### config.mk
export PLATFORM = sky130hd
export DESIGN_NAME = generic_rr_sel_n_arb
export DESIGN_NICKNAME = d
export VERILOG_FILES = /design/src/rtl/generic_rr_sel_n_arb.sv
export SDC_FILE = /design/constraint.sdc
export NUM_CORES = 1
export LEC_CHECK = 0
export ABC_AREA = 1
export BUFFER_PORTS_ARGS = -buffer_cell sky130_fd_sc_hd__buf_2
export CAP_MARGIN = 25
export CORE_ASPECT_RATIO = 0.9
export CORE_MARGIN = 8
export CORE_UTILIZATION = 42
export CTS_BUF_LIST = sky130_fd_sc_hd__clkbuf_16
export DETAILED_ROUTE_END_ITERATION = 6
export GPL_TIMING_DRIVEN = 0
export SLEW_MARGIN = 20
export SYNTH_ARGS = -nofsm -noshare
export SYNTH_HDL_FRONTEND = slang
export SYNTH_SLANG_ARGS = --single-unit
### constraint.sdc
create_clock -name clk -period 4.7 [get_ports clk]
set_input_delay 0.705 -clock clk [delete_from_list [all_inputs] [get_ports clk]]
set_output_delay 0.705 -clock clk [all_outputs]
set_load 0.05 [all_outputs]
### src/rtl/generic_rr_sel_n_arb.sv
// rtl/generic_rr_sel_n_arb.sv - multi-grant round-robin arbiter packing up to NUM_SEL requests per cycle
// One registered output bundle; priority rotates to just past the last requester served.
module generic_rr_sel_n_arb #(
  parameter int WIDTH      = 8,
  parameter int SIZE       = ($clog2(WIDTH) > 1) ? $clog2(WIDTH) : 1,
  parameter int DATA_WIDTH = 4,
  parameter int NUM_SEL    = 3
) (
  input  logic                                clk,
  input  logic                                reset,
  input  logic                                enable,
  input  logic [WIDTH-1:0]                    req_vld,
  input  logic [WIDTH-1:0][DATA_WIDTH-1:0]    req_data,
  output logic [WIDTH-1:0]                    req_gnt,
  output logic                                out_vld,
  input  logic                                out_rdy,
  output logic [NUM_SEL-1:0]                  out_slot_vld,
  output logic [NUM_SEL-1:0][DATA_WIDTH-1:0]  out_data,
  output logic [NUM_SEL-1:0][SIZE-1:0]        out_idx,
  output logic [SIZE-1:0]                     rr_ptr
);

  logic                               out_vld_q, out_vld_d;
  logic [NUM_SEL-1:0]                 slot_vld_q, slot_vld_d;
  logic [NUM_SEL-1:0][DATA_WIDTH-1:0] data_q, data_d;
  logic [NUM_SEL-1:0][SIZE-1:0]       idx_q, idx_d;
  logic [SIZE-1:0]                    rr_ptr_q, rr_ptr_d;

  logic [WIDTH-1:0]                   rot, rem, sel_mask;
  logic [NUM_SEL-1:0][SIZE-1:0]       enc, sel_idx;
  logic [NUM_SEL-1:0]                 sel_vld;
  logic [SIZE:0]                      sum;
  logic [SIZE-1:0]                    last_idx, nxt_ptr;
  logic                               found, load;

  // Rotate so rr_ptr lands on bit 0, then peel off the lowest set bits one slot at a time.
  always_comb begin
    rot     = WIDTH'({req_vld, req_vld} >> rr_ptr_q);
    rem     = rot;
    enc     = '0;
    sel_vld = '0;
    found   = 1'b0;
    for (int k = 0; k < NUM_SEL; k++) begin
      found = 1'b0;
      for (int j = 0; j < WIDTH; j++) begin
        if (!found && rem[j]) begin
          found  = 1'b1;
          enc[k] = SIZE'(j);
          rem[j] = 1'b0;
        end
      end
      sel_vld[k] = found;
    end
  end

  // Un-rotate with an explicit wrap so non-power-of-2 WIDTH stays correct.
  always_comb begin
    sel_idx  = '0;
    sel_mask = '0;
    last_idx = '0;
    sum      = '0;
    for (int k = 0; k < NUM_SEL; k++) begin
      sum = {1'b0, enc[k]} + {1'b0, rr_ptr_q};
      if (sel_vld[k]) begin
        sel_idx[k] = (sum >= (SIZE+1)'(WIDTH)) ? SIZE'(sum - (SIZE+1)'(WIDTH)) : SIZE'(sum);
        sel_mask[sel_idx[k]] = 1'b1;
        last_idx = sel_idx[k];
      end
    end
    nxt_ptr = (last_idx == SIZE'(WIDTH-1)) ? '0 : last_idx + 1'b1;
  end

  assign load    = ~reset & enable & (~out_vld_q | out_rdy) & (|req_vld);
  assign req_gnt = load ? sel_mask : '0;

  always_comb begin
    out_vld_d  = out_vld_q;
    slot_vld_d = slot_vld_q;
    data_d     = data_q;
    idx_d      = idx_q;
    rr_ptr_d   = rr_ptr_q;
    if (load) begin
      out_vld_d  = 1'b1;
      slot_vld_d = sel_vld;
      idx_d      = sel_idx;
      rr_ptr_d   = nxt_ptr;
      for (int k = 0; k < NUM_SEL; k++) begin
        data_d[k] = sel_vld[k] ? req_data[sel_idx[k]] : '0;
      end
    end else if (out_vld_q && out_rdy) begin
      out_vld_d  = 1'b0;
      slot_vld_d = '0;
      data_d     = '0;
      idx_d      = '0;
    end
  end

  always_ff @(posedge clk) begin
    if (reset) begin
      out_vld_q  <= 1'b0;
      slot_vld_q <= '0;
      data_q     <= '0;
      idx_q      <= '0;
      rr_ptr_q   <= '0;
    end else begin
      out_vld_q  <= out_vld_d;
      slot_vld_q <= slot_vld_d;
      data_q     <= data_d;
      idx_q      <= idx_d;
      rr_ptr_q   <= rr_ptr_d;
    end
  end

  assign out_vld      = out_vld_q;
  assign out_slot_vld = slot_vld_q;
  assign out_data     = data_q;
  assign out_idx      = idx_q;
  assign rr_ptr       = rr_ptr_q;

endmodule

Word-level counts from Yosys, hierarchy flattened --
Cells that the tools add are included.
Operators by class: $lt $le $gt $ge 12, equality and inequality tests 1, muxes and demuxes 90, reductions and logical operators 42, add/sub/neg operators 7, shift-type cells 1, bitwise operators 8
Operators with widths (count):
- 3-bit two-way mux | 27
- 1-bit two-way mux | 41
- 4-bit binary-select mux with 3-bit select | 3
- 8-bit two-way mux | 4
- 3-bit by 4-bit less-than comparator with 1-bit output, second input constant | 6
- 12-bit two-way mux | 2
- 4-bit two-way mux | 6
- 1-bit logical AND | 22
- 1-bit zero test | 18
- 9-bit two-way mux | 2
- 8-bit OR | 2
- 16-bit by 3-bit right shift with 8-bit output | 1
- 3-bit by 3-bit adder with 4-bit output | 3
- 4-bit greater-or-equal comparator, second input constant | 3
- 1-bit demux with 3-bit select | 3
- 3-bit by 1-bit greater-or-equal comparator with 1-bit output, second input constant | 3
- 3-bit by 1-bit subtractor with 3-bit output, second input constant | 3
- 8-bit OR reduction | 1
- 2-bit two-way mux | 2
- 3-bit by 1-bit adder with 3-bit output, second input constant | 1
- 1-bit AND | 3
- 3-bit equality test, second input constant | 1
- 1-bit NOT | 2
- 2-bit nonzero test | 1
- 1-bit OR | 1
Storage, ports and cells: output and inout port bits 36, logic and storage cells 170, register bits after elaboration 28, input port bits 44

Logic depth before layout (Yosys ltp) --
word-level depth 37, mapped depth 29, gate-level depth less buffers 28

Worst setup path after synthesis --
OpenSTA, ideal clock, no wires.
path type register to output, start register rr_ptr_q[0] (netlist: rr_ptr[0]), end output port req_gnt[7], cell stages (with the launch flop) 20, data required time 3.995 ns, slack -0.975 ns, arrival time 4.970 ns, buffers on the path 1, path through dfxtp_1 -> buf_6 -> inv_6 -> nand2_2 -> nand3_2 -> nand3_2 -> nand2_4 -> nor2_4 -> nand3_4 -> nor2_4 -> nand2_2 -> o21ai_0 -> ha_1 -> inv_1 -> fa_1 -> xor2_1 -> or2_2 -> nand2_2 -> inv_1 -> o311ai_0
On the way: cells in the longest elaborated chain, start to end 37, elaborated cells between the ends (all ways) 124, those cells by class add/sub: 6; order compare: 9; shift: 1; mux: 67; bitwise: 2; reduce/logical: 39
RTL lines:
- start, declared | line 27 | logic [SIZE-1:0] rr_ptr_q, rr_ptr_d;
- start signal, assigned | line 110 | rr_ptr_q <= rr_ptr_d;
- 16-bit by 3-bit right shift with 8-bit output | line 38 | rot = WIDTH'({req_vld, req_vld} >> rr_ptr_q);
- 1-bit two-way mux | line 46 | if (!found && rem[j]) begin
- 1-bit zero test | line 46
- 1-bit logical AND | line 46
- 1-bit two-way mux | line 46
- 1-bit zero test | line 46
- 1-bit logical AND | line 46
- 1-bit two-way mux | line 46
- [... 21 more ...]
- 1-bit logical AND (not written as such) / 3-bit two-way mux (equally long branches) | line 66, 65
- 1-bit two-way mux (not written as such), or another cell as far along | line 66 | sel_mask[sel_idx[k]] = 1'b1;
- 1-bit demux with 3-bit select / 1-bit logical AND (equally long branches) | line 66
- 8-bit OR (no source line) / 1-bit two-way mux (equally long branches)
- 8-bit two-way mux / 1-bit demux with 3-bit select (equally long branches) | line 64, 66
- 8-bit OR (no source line)
- 8-bit two-way mux (*) | line 64 | if (sel_vld[k]) begin
- 8-bit two-way mux (*) | line 74 | assign req_gnt = load ? sel_mask : '0;
- end, declared | line 14 | output logic [WIDTH-1:0] req_gnt,
Mark *: on every way between the ends. The rest lies on a longest branch, timed or not.

Worst setup path after layout --
start input port req_vld[5], end output port req_gnt[5]
On the way: cells in the longest elaborated chain, start to end 37, elaborated cells between the ends (all ways) 126, those cells by class add/sub: 6; order compare: 9; shift: 1; mux: 67; bitwise: 3; reduce/logical: 40
RTL lines:
- start, declared | line 12 | input logic [WIDTH-1:0] req_vld,
- 16-bit by 3-bit right shift with 8-bit output | line 38
- 1-bit two-way mux | line 46
- 1-bit zero test | line 46
- 1-bit logical AND | line 46
- 1-bit two-way mux | line 46
- 1-bit zero test | line 46
- 1-bit logical AND | line 46
- 1-bit two-way mux | line 46
- [... 21 more ...]
- 1-bit logical AND (not written as such) / 3-bit two-way mux (equally long branches) | line 66, 65
- 1-bit two-way mux (not written as such), or another cell as far along | line 66
- 1-bit demux with 3-bit select / 1-bit logical AND (equally long branches) | line 66
- 8-bit OR (no source line) / 1-bit two-way mux (equally long branches)
- 8-bit two-way mux / 1-bit demux with 3-bit select (equally long branches) | line 64, 66
- 8-bit OR (no source line)
- 8-bit two-way mux | line 64
- 8-bit two-way mux (*) | line 74
Marked as above.

==> flow_summary.yaml <==
worst_hold_path:
  holdCritStartpoint: "out_idx[6]$_SDFFE_PP0P_"
  hold_end: "out_idx[6]$_SDFFE_PP0P_"
  hp-class: "reg -> reg"
  hold_depth: 2
clock_tree:
  cts.sinks: 28
  cts.path.max_buffers: 2
  cts_tree: "yes"
  clk_latency_ns: 0.27
  htreeDepth: 1
  path_clk_slew_ns: 0.07
  numCtsBuffers: 3
  clock-root-buffer: "clkbuf_16"
synth:
  syn_nets: 632
  yosysSeqAreaShare: 0.1594
  syn_area_per_cell_um2: 6.062
  syn_inst: 580
  synthArstFlopShare: 0
  ys_types: 43
  yosys.area.top_type_share: 0.1868
  synth-edff-count: 0
  yosys_warnings: 0
  synth_area_um2: 3516
  synth.area.top_cells: "nand2_1 19%, dfxtp_1 16%, nand3_1 10%"
  ys_ff_latch: 28
  synthFlopType: "dfxtp_1"
  netlist.top_cell.by_area: "nand2_1"
global_routing:
  overflow: 0
  grt_max_degree: 16
  antenna_found_initial: 0
  grt.total_usage: 0.2062
  grt_pass1_vias: 3985
  grt_pass1_wl_mm: 19.46
die:
  chipWidth_um: 112.4
  rows: 31
  core_um2: 8107
  io_pins: 80
  die_area_um2: 11560
  die_h_um: 102.8
  start_util: 0.4337
place:
  place.gp.congestion: 0.9623
  io_buffers: 79
  dp_cells: 758
  dp_hpwl_mm: 9.574
sta:
  finClkSkew_ns: 0.003472
  timing.fmax_mhz: 221.9
  hold_viol_final: 0
  setup_violations: 0
  fin_crit_sh: 0.9588
  slew-limit-headroom: 0.5487
  tightest_slew_ns: 0.6769
  slew_viol_final: 0
  grt_setup_unrepaired: "yes"
  period_needed_ns: 4.506
worst_setup_path:
  reg2reg_depth: 24
  cp_data_arrival_time_ns: 3.80
  required_ns: 3.99
  cp_max_fo: 7
  worstSetupPathType: "in -> out"
  reg2reg_from: "rr_ptr[0]$_SDFFE_PP0P_"
  timing.rr.end: "rr_ptr[2]$_SDFFE_PP0P_"
  slowest_delay_ns: 0.37
  cp_cell_sequence: "buf_2 > nand2_1 > nand3_1 > nand3_2 > nand2_4 > nor2_4 > nand3_4 > nor2_4 > nand2_2 > o21ai_1 > ha_1 > inv_1 > fa_1 > xor2_1 > or2_2 > nand2_4 > clkinvlp_4 > o311ai_2 > buf_4"
  cp-end-kind: "output port"
  cpMaxStageDelayCell: "fa_1"
  start_kind: "input port"
  r2r_setup_slack_ns: 0.34
drt:
  drt_pass1_iterations: 5
  drt-vias-per-instance: 5.348
  wl_per_cell_um: 15.82
  drc: 0
  drtIter0Drc: 335
  dr_total_vias: 4118
  drtAntennaViolNets: 0
  totalWireLength_mm: 12.19
status:
  outcome: "completed"
finish:
  drive_above_1_share: 0.3398
  antenna_cells: 0
  stdcell_count: 770
  final_common_cell: "nand2_1"
  nNetsFinal: 724
  areaGrowthSynthToFinish_pct: 24.23
  final_cell_mix: "170 x nand2_1, 75 x buf_2, 69 x nand3_1"
flow_run:
  max-cap-violations: 0
-- cell type report --
type / instances / area (um^2)
buffer: 20 / 121.4
inverter: 71 / 285.3
sequential: 28 / 565.5
multi-input combinational: 459 / 2691
fill: 881 / 3739
timing repair buffer: 89 / 501.7
tap: 99 / 123.9
clock buffer: 3 / 75.07
clock inverter: 1 / 3.754
-- cells in the mapped netlist, types with 2 or more instances --
master and count:
o311ai_0 2, fa_1 3, a31oi_1 2, nor3_1 2
buf_6 4, buf_1 2, a21oi_4 3, nand2_2 29
clkbuf_1 10, nor2_2 4, nor2_4 10, nand2_4 12
a21oi_1 37, nand2_1 175, a32oi_1 5, xor2_1 3
inv_1 54, nor2_1 34, nand3_1 72, o31ai_1 2
nand3_2 16, ha_1 5, nand3_4 3, dfxtp_1 28
inv_4 2, o21ai_0 16, o21ai_2 2, buf_4 2
nand4_1 6, o21ai_1 6, inv_2 14, buf_2 4
-- sequential cells by signal, indices dropped and copies added (netlist names) --
register,flops
rr_ptr,3
out_vld,1
out_data,12
out_idx,9
out_slot_vld,3
-- metrics by stage --
step	cell area, um^2	hold slack, ns	util	TNS, ns	setup WS, ns
2_1_floorplan	3547	0.6839	-	-0.1979	-0.09895
3_3_place_gp	4066	0.4478	0.5016	-0.07140	-0.03169
3_5_place_dp	4066	0.4532	0.5016	-0.2542	-0.07093
4_1_cts	4154	0.4645	0.5124	0	0.003386
5_1_grt	4368	0.4811	0.5388	-0.02513	-0.01492
6_report	4368	0.4618	0.5388	0	0.1937
-- worst max path at each step --
stage	startpoint	end	slack (ns)	depth (start not counted)
5_1_grt	req_vld[6]	req_gnt[6]	-0.01	25
6_report	req_vld[5]	req_gnt[5]	0.19	19
4_1_cts	rr_ptr[0]$_SDFFE_PP0P_	req_gnt[1]	0.003	24
2_1_floorplan	rr_ptr[0]$_SDFFE_PP0P_	req_gnt[1]	-0.1	23
3_3_place_gp	req_vld[0]	req_gnt[5]	-0.03	21
3_5_place_dp	req_vld[0]	req_gnt[5]	-0.07	21
-- cell families after synthesis --
kind of cell	count (synthesis)	share of synthesized area
AOI/OAI and AO/OA	82	0.1484
xor gates and xnor gates	3	0.007475
adders and majority gates	8	0.03488
buffers and inverters	93	0.1142
DFF	28	0.1594
and+or+nand+nor	366	0.5356
-- critical path: cells and delay by family --
family / cells / cell delay, ns
simple gates: 10 / 1.38
buf+inv: 4 / 0.62
fa+ha+maj: 2 / 0.52
compound gates: 2 / 0.40
xor+xnor: 1 / 0.16
-- metal layers --
layer  global-route usage  share of wire  vias to the layer above
met5                    0              0                        -
met4              0.04658         0.0089                        0
met3              0.03454          0.075                       11
met2               0.3278           0.44                      170
met1               0.2851           0.48                     1866
li1                     -              -                     2071
-- repair_timing --
action | CTS | global route
pin swaps | 1 | 15
gates resized for setup | 7 | 40
hold buffers | 0 | 0
setup buffers | 0 | 10
setup endpoints to repair | 8 | 9
Power is not shown: default switching activity piles up to over one toggle a cycle in this logic, so the estimate is an artifact.
